==> config.mk <==
export PLATFORM = sky130hd
export DESIGN_NAME = mc_controller_flat
export DESIGN_NICKNAME = d
export VERILOG_FILES = /design/src/rtl/ctrl_pkg.sv /design/src/rtl/mc_controller_if.sv /design/src/rtl/alu_dec.sv /design/src/rtl/mc_controller.sv /design/src/flat_wrapper.sv
export SDC_FILE = /design/constraint.sdc
export NUM_CORES = 1
export LEC_CHECK = 0
export ABC_CLOCK_PERIOD_IN_PS = 3600
export CAP_MARGIN = 25
export CORE_MARGIN = 3
export CORE_UTILIZATION = 45
export DETAILED_ROUTE_END_ITERATION = 10
export PLACE_DENSITY = 0.88
export SETUP_SLACK_MARGIN = 0.2
export SLEW_MARGIN = 40
export SYNTH_ARGS = -nofsm -noshare
export SYNTH_HDL_FRONTEND = slang
export SYNTH_SLANG_ARGS = --single-unit
==> constraint.sdc <==
create_clock -name clk -period 3.6 [get_ports clk]
set_clock_uncertainty 0.2 [all_clocks]
set_input_delay 0.72 -clock clk [delete_from_list [all_inputs] [get_ports clk]]
set_output_delay 0.72 -clock clk [all_outputs]
set_load 0.05 [all_outputs]
==> src/rtl/ctrl_pkg.sv <==
// Shared definitions for the multicycle RISC-V control FSM (mc_controller).
// Holds the FSM state enum, the ALU decode class, the ALU op codes, the
// opcode constants and the mux-select / immediate-format encodings.
package ctrl_pkg;

  typedef enum logic [3:0] {
    S_FETCH, S_DECODE, S_MEMADR, S_MEMRD, S_MEMWB, S_MEMWR, S_EXECR, S_EXECI,
    S_ALUWB, S_BRANCH, S_JAL, S_JALR1, S_JALR2, S_LUI, S_TRAP
  } state_t;

  // Which ALU decode table applies in the current state.
  typedef enum logic [1:0] {CLS_ADD, CLS_R, CLS_I, CLS_BR} alu_cls_t;

  localparam logic [2:0] ALU_ADD  = 3'b000;
  localparam logic [2:0] ALU_SUB  = 3'b001;
  localparam logic [2:0] ALU_AND  = 3'b010;
  localparam logic [2:0] ALU_OR   = 3'b011;
  localparam logic [2:0] ALU_SLT  = 3'b100;
  localparam logic [2:0] ALU_SLTU = 3'b101;

  localparam logic [6:0] OP_LOAD  = 7'b0000011;
  localparam logic [6:0] OP_STORE = 7'b0100011;
  localparam logic [6:0] OP_R     = 7'b0110011;
  localparam logic [6:0] OP_I     = 7'b0010011;
  localparam logic [6:0] OP_BR    = 7'b1100011;
  localparam logic [6:0] OP_JAL   = 7'b1101111;
  localparam logic [6:0] OP_JALR  = 7'b1100111;
  localparam logic [6:0] OP_LUI   = 7'b0110111;

  localparam logic [1:0] SRCA_PC    = 2'b00;
  localparam logic [1:0] SRCA_OLDPC = 2'b01;
  localparam logic [1:0] SRCA_RS1   = 2'b10;
  localparam logic [1:0] SRCA_ZERO  = 2'b11;

  localparam logic [1:0] SRCB_RS2  = 2'b00;
  localparam logic [1:0] SRCB_IMM  = 2'b01;
  localparam logic [1:0] SRCB_FOUR = 2'b10;

  localparam logic [2:0] IMM_I = 3'b000;
  localparam logic [2:0] IMM_S = 3'b001;
  localparam logic [2:0] IMM_B = 3'b010;
  localparam logic [2:0] IMM_J = 3'b011;
  localparam logic [2:0] IMM_U = 3'b100;

  localparam logic [1:0] RES_ALUOUT = 2'b00;
  localparam logic [1:0] RES_MEM    = 2'b01;
  localparam logic [1:0] RES_ALU    = 2'b10;

  localparam logic ADR_PC     = 1'b0;
  localparam logic ADR_ALUOUT = 1'b1;

endpackage

==> src/rtl/mc_controller_if.sv <==
// Control bundle between the multicycle FSM and the datapath.
// master: the controller (consumes instruction fields, Zero, mem_ready;
//         drives ALU op, mux selects, write enables and sticky flags).
// slave:  the datapath side.
interface mc_controller_if;
  logic [6:0] opcode;
  logic [2:0] funct3;
  logic       funct7b5;
  logic       zero;
  logic       mem_ready;
  logic [2:0] alu_op;
  logic [1:0] alu_src_a;
  logic [1:0] alu_src_b;
  logic [2:0] imm_src;
  logic [1:0] result_src;
  logic       adr_src;
  logic       pc_write;
  logic       ir_write;
  logic       reg_write;
  logic       mem_write;
  logic       illegal_o;
  logic       timeout_o;

  modport master (
    input  opcode, funct3, funct7b5, zero, mem_ready,
    output alu_op, alu_src_a, alu_src_b, imm_src, result_src, adr_src,
           pc_write, ir_write, reg_write, mem_write, illegal_o, timeout_o
  );

  modport slave (
    output opcode, funct3, funct7b5, zero, mem_ready,
    input  alu_op, alu_src_a, alu_src_b, imm_src, result_src, adr_src,
           pc_write, ir_write, reg_write, mem_write, illegal_o, timeout_o
  );
endinterface

==> src/rtl/alu_dec.sv <==
// Combinational ALU decoder.
// Ports: i_cls (decode table), i_funct3, i_funct7b5 in;
//        o_alu_op, o_take_on_nz (branch taken when Zero=0), o_illegal out.
module alu_dec
  import ctrl_pkg::*;
(
  input  alu_cls_t   i_cls,
  input  logic [2:0] i_funct3,
  input  logic       i_funct7b5,
  output logic [2:0] o_alu_op,
  output logic       o_take_on_nz,
  output logic       o_illegal
);

  // NOTE: every output gets a default before the case so no path leaves a
  // value unassigned, which would otherwise infer a latch.
  always_comb begin
    o_alu_op     = ALU_ADD;
    o_take_on_nz = 1'b0;
    o_illegal    = 1'b0;
    case (i_cls)
      CLS_R, CLS_I: begin
        case (i_funct3)
          // funct7b5 selects sub only for register-register ops.
          3'b000:  o_alu_op = (i_cls == CLS_R && i_funct7b5) ? ALU_SUB : ALU_ADD;
          3'b111:  o_alu_op = ALU_AND;
          3'b110:  o_alu_op = ALU_OR;
          3'b010:  o_alu_op = ALU_SLT;
          3'b011:  o_alu_op = ALU_SLTU;
          default: o_illegal = 1'b1;
        endcase
      end
      CLS_BR: begin
        case (i_funct3)
          3'b000:  o_alu_op = ALU_SUB;
          3'b001:  begin o_alu_op = ALU_SUB;  o_take_on_nz = 1'b1; end
          3'b100:  begin o_alu_op = ALU_SLT;  o_take_on_nz = 1'b1; end
          3'b101:  o_alu_op = ALU_SLT;
          3'b110:  begin o_alu_op = ALU_SLTU; o_take_on_nz = 1'b1; end
          3'b111:  o_alu_op = ALU_SLTU;
          default: o_illegal = 1'b1;
        endcase
      end
      default: ;
    endcase
  end

endmodule

==> src/rtl/mc_controller.sv <==
// Multicycle RISC-V control FSM sitting upstream of the 32-bit ALU.
// Sequences FETCH/DECODE/EXECUTE/MEM/WB and drives ALU op, operand selects,
// immediate format, result/address selects and all datapath write enables.
// Ports: clk, rst_n (async active-low); bus (mc_controller_if.master).
// Parameters: RESET_STATE (state entered on reset), MEM_WAIT_MAX (0 = wait
//   forever; N>0 = N consecutive stalled cycles in one wait raise timeout_o).
// Macro ILLEGAL_TRAP_EN: defined -> illegal encodings park the FSM in S_TRAP
//   until reset; undefined -> they retire as a NOP back to S_FETCH.
module mc_controller
  import ctrl_pkg::*;
#(
  parameter state_t      RESET_STATE  = S_FETCH,
  parameter int unsigned MEM_WAIT_MAX = 0
) (
  input  logic           clk,
  input  logic           rst_n,
  mc_controller_if.master bus
);

`ifdef ILLEGAL_TRAP_EN
  localparam state_t ILL_NEXT = S_TRAP;
`else
  localparam state_t ILL_NEXT = S_FETCH;
`endif

  state_t      r_state, w_state_next;
  logic        r_illegal, r_timeout;
  logic [31:0] r_wait_cnt;
  alu_cls_t    w_cls;
  logic [2:0]  w_dec_op;
  logic        w_dec_nz, w_dec_ill;
  logic        w_ill_det, w_waiting;
  logic        w_pcw, w_irw, w_rw, w_mw;

  always_comb begin
    case (r_state)
      S_EXECR:  w_cls = CLS_R;
      S_EXECI:  w_cls = CLS_I;
      S_BRANCH: w_cls = CLS_BR;
      default:  w_cls = CLS_ADD;
    endcase
  end

  alu_dec u_alu_dec (
    .i_cls        (w_cls),
    .i_funct3     (bus.funct3),
    .i_funct7b5   (bus.funct7b5),
    .o_alu_op     (w_dec_op),
    .o_take_on_nz (w_dec_nz),
    .o_illegal    (w_dec_ill)
  );

  always_comb begin
    w_state_next   = r_state;
    w_ill_det      = 1'b0;
    w_waiting      = 1'b0;
    w_pcw          = 1'b0;
    w_irw          = 1'b0;
    w_rw           = 1'b0;
    w_mw           = 1'b0;
    bus.alu_src_a  = SRCA_PC;
    bus.alu_src_b  = SRCB_FOUR;
    bus.imm_src    = IMM_I;
    bus.result_src = RES_ALU;
    bus.adr_src    = ADR_PC;
    case (r_state)
      S_FETCH: begin
        w_waiting = 1'b1;
        if (bus.mem_ready) begin
          w_irw        = 1'b1;
          w_pcw        = 1'b1;
          w_state_next = S_DECODE;
        end
      end
      S_DECODE: begin
        bus.alu_src_a = SRCA_OLDPC;
        bus.alu_src_b = SRCB_IMM;
        bus.imm_src   = IMM_B;
        case (bus.opcode)
          OP_LOAD, OP_STORE: w_state_next = S_MEMADR;
          OP_R:              w_state_next = S_EXECR;
          OP_I:              w_state_next = S_EXECI;
          OP_BR:             w_state_next = S_BRANCH;
          OP_JAL:            w_state_next = S_JAL;
          OP_JALR:           w_state_next = S_JALR1;
          OP_LUI:            w_state_next = S_LUI;
          default: begin
            w_ill_det    = 1'b1;
            w_state_next = ILL_NEXT;
          end
        endcase
      end
      S_MEMADR: begin
        bus.alu_src_a = SRCA_RS1;
        bus.alu_src_b = SRCB_IMM;
        bus.imm_src   = (bus.opcode == OP_STORE) ? IMM_S : IMM_I;
        if (bus.funct3 != 3'b010) begin
          w_ill_det    = 1'b1;
          w_state_next = ILL_NEXT;
        end else begin
          w_state_next = (bus.opcode == OP_STORE) ? S_MEMWR : S_MEMRD;
        end
      end
      S_MEMRD: begin
        bus.adr_src = ADR_ALUOUT;
        w_waiting   = 1'b1;
        if (bus.mem_ready) w_state_next = S_MEMWB;
      end
      S_MEMWB: begin
        bus.result_src = RES_MEM;
        w_rw           = 1'b1;
        w_state_next   = S_FETCH;
      end
      S_MEMWR: begin
        // The write is held until the memory accepts it, then we leave, so
        // exactly one write is accepted.
        bus.adr_src = ADR_ALUOUT;
        w_mw        = 1'b1;
        w_waiting   = 1'b1;
        if (bus.mem_ready) w_state_next = S_FETCH;
      end
      S_EXECR, S_EXECI: begin
        bus.alu_src_a = SRCA_RS1;
        bus.alu_src_b = (r_state == S_EXECR) ? SRCB_RS2 : SRCB_IMM;
        bus.imm_src   = IMM_I;
        w_ill_det     = w_dec_ill;
        w_state_next  = w_dec_ill ? ILL_NEXT : S_ALUWB;
      end
      S_ALUWB: begin
        bus.result_src = RES_ALUOUT;
        w_rw           = 1'b1;
        w_state_next   = S_FETCH;
      end
      S_BRANCH: begin
        bus.alu_src_a  = SRCA_RS1;
        bus.alu_src_b  = SRCB_RS2;
        bus.result_src = RES_ALUOUT;
        w_ill_det      = w_dec_ill;
        w_pcw          = !w_dec_ill && (bus.zero ^ w_dec_nz);
        w_state_next   = w_dec_ill ? ILL_NEXT : S_FETCH;
      end
      S_JAL, S_JALR2: begin
        bus.alu_src_a  = SRCA_OLDPC;
        bus.imm_src    = IMM_J;
        bus.result_src = RES_ALUOUT;
        w_pcw          = 1'b1;
        w_state_next   = S_ALUWB;
      end
      S_JALR1: begin
        bus.alu_src_a = SRCA_RS1;
        bus.alu_src_b = SRCB_IMM;
        if (bus.funct3 != 3'b000) begin
          w_ill_det    = 1'b1;
          w_state_next = ILL_NEXT;
        end else begin
          w_state_next = S_JALR2;
        end
      end
      S_LUI: begin
        bus.alu_src_a = SRCA_ZERO;
        bus.alu_src_b = SRCB_IMM;
        bus.imm_src   = IMM_U;
        w_state_next  = S_ALUWB;
      end
      // With the trap enabled ILL_NEXT is S_TRAP itself, so the FSM parks here.
      S_TRAP:  w_state_next = ILL_NEXT;
      default: w_state_next = S_FETCH;
    endcase
  end

  // Enables are gated by rst_n so nothing writes while reset is asserted,
  // even though S_FETCH would otherwise react to mem_ready.
  assign bus.alu_op    = w_dec_op;
  assign bus.pc_write  = w_pcw & rst_n;
  assign bus.ir_write  = w_irw & rst_n;
  assign bus.reg_write = w_rw & rst_n;
  assign bus.mem_write = w_mw & rst_n;
  assign bus.illegal_o = r_illegal;
  assign bus.timeout_o = r_timeout;

  // NOTE: sequential state uses non-blocking assignments so every register
  // samples pre-edge values regardless of statement order.
  always_ff @(posedge clk or negedge rst_n) begin
    if (!rst_n) begin
      r_state    <= RESET_STATE;
      r_illegal  <= 1'b0;
      r_timeout  <= 1'b0;
      r_wait_cnt <= '0;
    end else begin
      r_state <= w_state_next;
      if (w_ill_det) r_illegal <= 1'b1;
      if (w_state_next != r_state) begin
        r_wait_cnt <= '0;
      end else if (w_waiting && !bus.mem_ready && r_wait_cnt != '1) begin
        r_wait_cnt <= r_wait_cnt + 32'd1;
      end
      // Flag the stalled cycle that brings the count up to the limit.
      if (MEM_WAIT_MAX != 0 && w_waiting && !bus.mem_ready &&
          (r_wait_cnt + 32'd1) >= MEM_WAIT_MAX) begin
        r_timeout <= 1'b1;
      end
    end
  end

endmodule

==> src/flat_wrapper.sv <==
// flat-port wrapper written by rule: the top's interface ports become plain ports
module mc_controller_flat import ctrl_pkg::*;
#(
  parameter state_t      RESET_STATE  = S_FETCH,
  parameter int unsigned MEM_WAIT_MAX = 0
)
  (clk, rst_n, bus_opcode, bus_funct3, bus_funct7b5, bus_zero, bus_mem_ready, bus_alu_op, bus_alu_src_a, bus_alu_src_b, bus_imm_src, bus_result_src, bus_adr_src, bus_pc_write, bus_ir_write, bus_reg_write, bus_mem_write, bus_illegal_o, bus_timeout_o);
  mc_controller_if bus_i ();
  input  logic clk;
  input  logic rst_n;
  input wire logic [$bits(bus_i.opcode)-1:0] bus_opcode;
  input wire logic [$bits(bus_i.funct3)-1:0] bus_funct3;
  input wire logic [$bits(bus_i.funct7b5)-1:0] bus_funct7b5;
  input wire logic [$bits(bus_i.zero)-1:0] bus_zero;
  input wire logic [$bits(bus_i.mem_ready)-1:0] bus_mem_ready;
  output wire logic [$bits(bus_i.alu_op)-1:0] bus_alu_op;
  output wire logic [$bits(bus_i.alu_src_a)-1:0] bus_alu_src_a;
  output wire logic [$bits(bus_i.alu_src_b)-1:0] bus_alu_src_b;
  output wire logic [$bits(bus_i.imm_src)-1:0] bus_imm_src;
  output wire logic [$bits(bus_i.result_src)-1:0] bus_result_src;
  output wire logic [$bits(bus_i.adr_src)-1:0] bus_adr_src;
  output wire logic [$bits(bus_i.pc_write)-1:0] bus_pc_write;
  output wire logic [$bits(bus_i.ir_write)-1:0] bus_ir_write;
  output wire logic [$bits(bus_i.reg_write)-1:0] bus_reg_write;
  output wire logic [$bits(bus_i.mem_write)-1:0] bus_mem_write;
  output wire logic [$bits(bus_i.illegal_o)-1:0] bus_illegal_o;
  output wire logic [$bits(bus_i.timeout_o)-1:0] bus_timeout_o;
  assign bus_i.opcode = bus_opcode;
  assign bus_i.funct3 = bus_funct3;
  assign bus_i.funct7b5 = bus_funct7b5;
  assign bus_i.zero = bus_zero;
  assign bus_i.mem_ready = bus_mem_ready;
  assign bus_alu_op = bus_i.alu_op;
  assign bus_alu_src_a = bus_i.alu_src_a;
  assign bus_alu_src_b = bus_i.alu_src_b;
  assign bus_imm_src = bus_i.imm_src;
  assign bus_result_src = bus_i.result_src;
  assign bus_adr_src = bus_i.adr_src;
  assign bus_pc_write = bus_i.pc_write;
  assign bus_ir_write = bus_i.ir_write;
  assign bus_reg_write = bus_i.reg_write;
  assign bus_mem_write = bus_i.mem_write;
  assign bus_illegal_o = bus_i.illegal_o;
  assign bus_timeout_o = bus_i.timeout_o;
  mc_controller #(.RESET_STATE(RESET_STATE), .MEM_WAIT_MAX(MEM_WAIT_MAX)) u_core (.clk(clk), .rst_n(rst_n), .bus(bus_i));
endmodule
== Yosys cells after proc, flatten, opt, wreduce, memory -nomap -nowiden ==
Cells that the tools add are included.

* Add/sub/neg operators: 0
* Multipliers: 0
* Divide/modulo/power cells: 0
* Order comparisons: 0
* Equality and inequality tests: 35
* Shift-type cells: 0
* Mux-type cells: 35
* Bitwise operators: 5
* Reductions and logical operators: 26

{| class="wikitable"
|+ Operators by type and width
! cell !! number
|-
| $pmux W4 S8 || 1
|-
| $pmux W4 S7 || 1
|-
| $eq A4 B4 Y1 const B || 6
|-
| $mux W4 || 6
|-
| $eq A7 B6 Y1 const B || 3
|-
| $eq A7 B7 Y1 const B || 3
|-
| $pmux W2 S3 || 3
|-
| $reduce_or A2 Y1 || 9
|-
| $eq A4 B3 Y1 const B || 4
|-
| $mux W1 || 15
|-
| $pmux W3 S5 || 1
|-
| $eq A3 B3 Y1 const B || 4
|-
| $pmux W3 S4 || 1
|-
| $reduce_or A3 Y1 || 4
|-
| $reduce_or A5 Y1 || 2
|-
| $pmux W3 S3 || 1
|-
| $eq A4 B2 Y1 const B || 2
|-
| $reduce_or A4 Y1 || 2
|-
| $reduce_or A8 Y1 || 1
|-
| $eq A7 B2 Y1 const B || 1
|-
| $eq A7 B5 Y1 const B || 1
|-
| $eq A3 B2 Y1 const B || 2
|-
| $ne A2 B2 Y1 const B || 3
|-
| $pmux W3 S2 || 1
|-
| 19 further kinds || 24
|}

* Bits in registers: 5
* Bits in latches: 0
* Memory bits (writable): 0
* Bits in read-only memories: 0
* Input bits: 15
* Output and inout bits: 19
* Logic and storage cells: 103
* Memories kept: 0

== Depth between registers and ports, before layout ==
* Word-level depth: 9
* Depth in mapped cells: 11
* Gate-level depth less buffers: 9

== Modules after synthesis ==
A second synthesis with hierarchy kept.

* Cell total of the unflattened synthesis: 146
* Area, all modules: 1001.0 µm²

{| class="wikitable"
|+ Modules (own cells, without submodules)
! module !! times used !! cells each !! area an instance (µm²) !! seq. area each (µm²)
|-
| mc_controller || 1 || 116 || 777.0 || 125.1
|-
| alu_dec || 1 || 30 || 224.0 || 0.0
|}

== Worst setup path after synthesis ==
Ideal clock, no wire load.

* Path type: reg2out
* Start point: register u_core.r_state[1]
* End point: output port bus_pc_write
* Data arrival time: 3.078 ns
* Data required time: 2.680 ns
* Slack: -0.398 ns
* Cell stages (with the launch flop): 12
* Path buffers: 2
* Path through: dfrtp_1 buf_6 clkbuf_1 nand2_1 nor2_1 o21ai_0 inv_1 ha_1 and3b_1 a31oi_1 xor2_1 o32ai_1

* Word-level cells in the longest chain between the ends: 9
* Elaborated cells on any way between the ends: 19
* Those cells by class: eq/ne (8); mux (4); bitwise (2); reduce/logical (5)

{| class="wikitable"
|+ Ends and longest elaborated chain
! what !! RTL line !! RTL
|-
| from (decl) || mc_controller.sv:26 || <nowiki>state_t r_state, w_state_next;</nowiki>
|-
| from (signal assigned) || mc_controller.sv:190 || <nowiki>r_state <= w_state_next;</nowiki>
|-
| $eq A4 B4 Y1 / $eq A4 B3 Y1 (equally long branches) || -- ||
|-
| $pmux W2 S3 || mc_controller.sv:36 || <nowiki>case (r_state)</nowiki>
|-
| $eq A2 B1 Y1 / $eq A2 B2 Y1 (equally long branches) || alu_dec.sv:21 || <nowiki>case (i_cls)</nowiki>
|-
| $reduce_or A2 Y1 || alu_dec.sv:21 ||
|-
| $pmux W1 S2 || alu_dec.sv:21 ||
|-
| $logic_not A1 Y1 || mc_controller.sv:139 || <nowiki>w_pcw = !w_dec_ill && (bus.zero ^ w_dec_nz);</nowiki>
|-
| $logic_and A1 B1 Y1 || mc_controller.sv:139 ||
|-
| $pmux W1 S3 * || mc_controller.sv:66 || <nowiki>case (r_state)</nowiki>
|-
| $and A1 B1 Y1 * || mc_controller.sv:174 || <nowiki>assign bus.pc_write = w_pcw & rst_n;</nowiki>
|-
| to (decl) || flat_wrapper.sv:22 || <nowiki>output wire logic [$bits(bus_i.pc_write)-1:0] bus_pc_write;</nowiki>
|}

Mark *: on every way between the ends. The rest lies on a longest branch, timed or not.

== Worst setup path after layout ==
* Start point: register u_core.r_state[3]
* End point: output port bus_alu_src_b[0]

* Word-level cells in the longest chain between the ends: 3
* Elaborated cells on any way between the ends: 11
* Those cells by class: eq/ne (7); mux (2); reduce/logical (2)

{| class="wikitable"
|+ Ends and longest elaborated chain
! what !! RTL line !! RTL
|-
| $eq A4 B4 Y1 (tied with other cells) || mc_controller.sv:66 ||
|-
| $reduce_or A4 Y1 (no source line) (tied with other cells) || -- ||
|-
| $pmux W2 S3 * || mc_controller.sv:66 ||
|-
| to (decl) || flat_wrapper.sv:18 || <nowiki>output wire logic [$bits(bus_i.alu_src_b)-1:0] bus_alu_src_b;</nowiki>
|}

Marked as above.

==> results by group <==
Status
  – Outcome: finished clean

Drt
  – Avg Vias per Cell: 6.04
  – First-iteration detailed-routing DRC count: 110
  – DRT antenna net count: 0
  – Final routed wire length divided by cell count: 15.6 µm
  – Total iterations of the first detailed-routing run: 4
  – Total via count after detailed routing: 1274
  – Number of design rule violations left after detail routing: 0
  – Total routed wirelength: 3.28 mm

Final layout
  – Number of diodes added for antenna fixing: 0
  – Layout overhead on the synthesized area: 58.7%
  – Fraction of layout instances using a drive strength above 1: 24.7%
  – Finished Cell Area: 1500 µm²
  – Most common library cell in the layout ignoring fill and taps: sky130_fd_sc_hd__nor2_1
  – Most frequent cells in the layout: sky130_fd_sc_hd__nor2_1, sky130_fd_sc_hd__clkdlybuf4s50_1, sky130_fd_sc_hd__buf_4
  – Fill cell instance count of the final layout: 121
  – Layout Nets: 205

Clock tree
  – Insertion delay of the later-clocked pin in the worst-skew pair: 0.25 ns
  – CTS H-tree lvls: 1
  – CTS tree: done
  – Buffer depth of the longest clock path: 2
  – Num Clock Sinks: 5
  – Clock buffers created by TritonCTS: 3
  – Clock Tree Root: sky130_fd_sc_hd__clkbuf_4
  – Clock-pin slew on the worst setup and hold paths: 0.05 ns
  – Number of buffers inserted for hold repair after clock tree synthesis: 0

Placed design
  – IO buf count: 32
  – Detailed-placement wirelength estimate: 2.49 mm
  – Final Wtd Congestion: 0.945
  – Area post-placement: 1370 µm²

Timing
  – Ratio of final minimum period to clock period: 92.0%
  – Final hold violation count: 0
  – Setup tns final: 0 ns
  – Highest clock rate: 0.302 GHz
  – Number of max-slew violations in the final report: 0
  – Setup violators final: 0
  – Slew at the pin with the worst max-slew slack: 0.514 ns
  – Setup repair after global routing missed its margin: true
  – Min Clock Period, post-route: 3.31 ns
  – Headroom to the max-slew limit: 65.5%

Die
  – Die outline width: 51.9 µm
  – IO Pins: 34
  – Initial cell density of the core: 51.0%
  – Site row count: 15
  – Placeable core region: 1860 µm²
  – Vert. Die Dim: 51.9 µm
  – Die Outline Area: 2690 µm²

GRT
  – Global-route wire length before repair: 5.38 mm
  – GRT overflow: 0
  – Total global routing track utilization: 26.5%
  – Number of global-route vias before repair: 1126
  – Antenna violations before repair: 0
  – Largest net degree at the start of global routing: 17

Min path
  – HP Class: reg -> reg

Yosys
  – Synth unique cells: 47
  – Area of the mapped netlist: 947 µm²
  – Top cells by area, synth: sky130_fd_sc_hd__dfrtp_1, sky130_fd_sc_hd__nor2_1, sky130_fd_sc_hd__a21oi_1
  – Share of synthesized registers carrying an async set or reset: 100%
  – Number of enable flip-flop cells after synthesis: 0
  – Area leader, netlist: sky130_fd_sc_hd__dfrtp_1
  – Syn_area_per_cell: 6.67 µm²
  – Post-Synthesis Net Count: 160
  – Syn. warnings: 1
  – Gate count of the mapped netlist: 142
  – Main flop type after synthesis: sky130_fd_sc_hd__dfrtp_1
  – Synth top area share: 13.2%
  – Register area share after synthesis: 13.2%
  – Flops & latches, synth: 5

Critical path
  – Critical Path Fanout Max: 11
  – Category of the critical setup timing path: reg -> out
  – Required time worst endpoint: 2.68 ns
  – Kind of start point of the critical path: flop
  – Kind of capture point of the worst setup path: output pin
  – Worst EP arrival: 2.39 ns

Job
  – Reported max-cap violation count: 0

Power and ir drop
  – Worst vdd ir: 0.217 mV
  – Power Density: 269 nW/µm²
  – Leakage dissipation: 0.586 nW
-- final cells by class --
type / count / area (µm²) / area share [%]
sequential: 5 / 130 / 8.66
multi-input combinational: 120 / 798 / 53.1
tap: 25 / 31.3 / 2.08
inverter: 9 / 33.8 / 2.25
clock buffer: 4 / 26.3 / 1.75
timing repair buffer: 48 / 483 / 32.1
-- sequential cells by signal (all words and copies together) (netlist names) --
name / flops
u_core.bus.illegal_o: 1
u_core.r_state: 4
-- through the flow --
| step | util (%) | power [mW] | instances | hold WS [ns] | setup WS [ns] |
|---|---|---|---|---|---|
| floorplan | - | 0.239 | 142 | 0.224 | 0.0869 |
| global placement | 73.5 | 0.327 | 198 | 0.260 | 0.344 |
| detailed placement | 73.5 | 0.332 | 198 | 0.256 | 0.195 |
| CTS | 74.9 | 0.393 | 202 | 0.273 | 0.0894 |
| global route | 80.9 | 0.422 | 211 | 0.304 | 0.165 |
| finish | 80.9 | 0.404 | 211 | 0.271 | 0.289 |
-- kinds of logic (layout without fill, tap and decap cells) --
logic type      after synthesis  in the layout  synth area share, %
compound gates               41             41                 30.6
xor+xnor                      4              4                 3.70
fa+ha+maj                     3              3                 3.96
buf+inv                      17             61                 7.93
flops                         5              5                 13.2
other cells                   1              1                0.396
simple gates                 71             71                 40.2
-- layer usage --
metal | vias up | track usage [%] | routed length [µm]
met4 | 0 | 8.73 | 90
met3 | 10 | 5.44 | 287
met2 | 78 | 44.8 | 1600
li1 | 601 | - | -
met1 | 585 | 33.0 | 1300
met5 | - | 0 | 0
-- power by group --
group | switching (mW) | internal, mW
clock | 0.0252 | 0.0420
combinational | 0.163 | 0.0941
sequential | 0.0183 | 0.0618
-- path summary, 6_finish.rpt --
check	from	cells after the start	endpoint	slack, ns
max in group asynchronous	rst_n	1	u_core.r_state[3]	2.30
setup / recovery	u_core.r_state[3]	5	bus_alu_src_b[0]	0.29
min in group asynchronous	rst_n	1	u_core.bus.illegal_o	0.57
hold reg to reg	u_core.bus.illegal_o	1	u_core.bus.illegal_o	0.27
setup reg to reg	u_core.r_state[3]	8	u_core.r_state[3]	1.22
hold / removal	u_core.bus.illegal_o	1	u_core.bus.illegal_o	0.27
-- worst max-delay path: stages, from the launching register on --
cell and delay [ns]:
sky130_fd_sc_hd__dfrtp_2 0.48, sky130_fd_sc_hd__buf_4 0.17, sky130_fd_sc_hd__buf_4 0.13, sky130_fd_sc_hd__or4b_2 0.74, sky130_fd_sc_hd__o21ai_1 0.10, sky130_fd_sc_hd__dlygate4sd2_1 0.53
-- synthesized netlist by cell type, types with 2 or more instances --
cell type / n
sky130_fd_sc_hd__nand2b_1: 8
sky130_fd_sc_hd__dfrtp_1: 5
sky130_fd_sc_hd__a21oi_1: 10
sky130_fd_sc_hd__xnor2_1: 2
sky130_fd_sc_hd__o22ai_1: 3
sky130_fd_sc_hd__nor2_1: 23
sky130_fd_sc_hd__clkbuf_1: 5
sky130_fd_sc_hd__nand2_1: 13
sky130_fd_sc_hd__nor2b_1: 3
sky130_fd_sc_hd__ha_1: 3
sky130_fd_sc_hd__xor2_1: 2
sky130_fd_sc_hd__inv_1: 9
sky130_fd_sc_hd__nand3b_1: 2
sky130_fd_sc_hd__o21ai_1: 2
sky130_fd_sc_hd__nand3_1: 3
sky130_fd_sc_hd__a31oi_1: 3
sky130_fd_sc_hd__o21ai_0: 10
sky130_fd_sc_hd__nor3_1: 7
-- repair_timing --
item,CTS,global route
pin swaps,0,1
buffers inserted,0,9
resized for setup,4,11
hold endpoints to repair,0,0
endpoints found under the setup margin,3,5
cloned,0,0
Power figures use the tool's default switching activity.
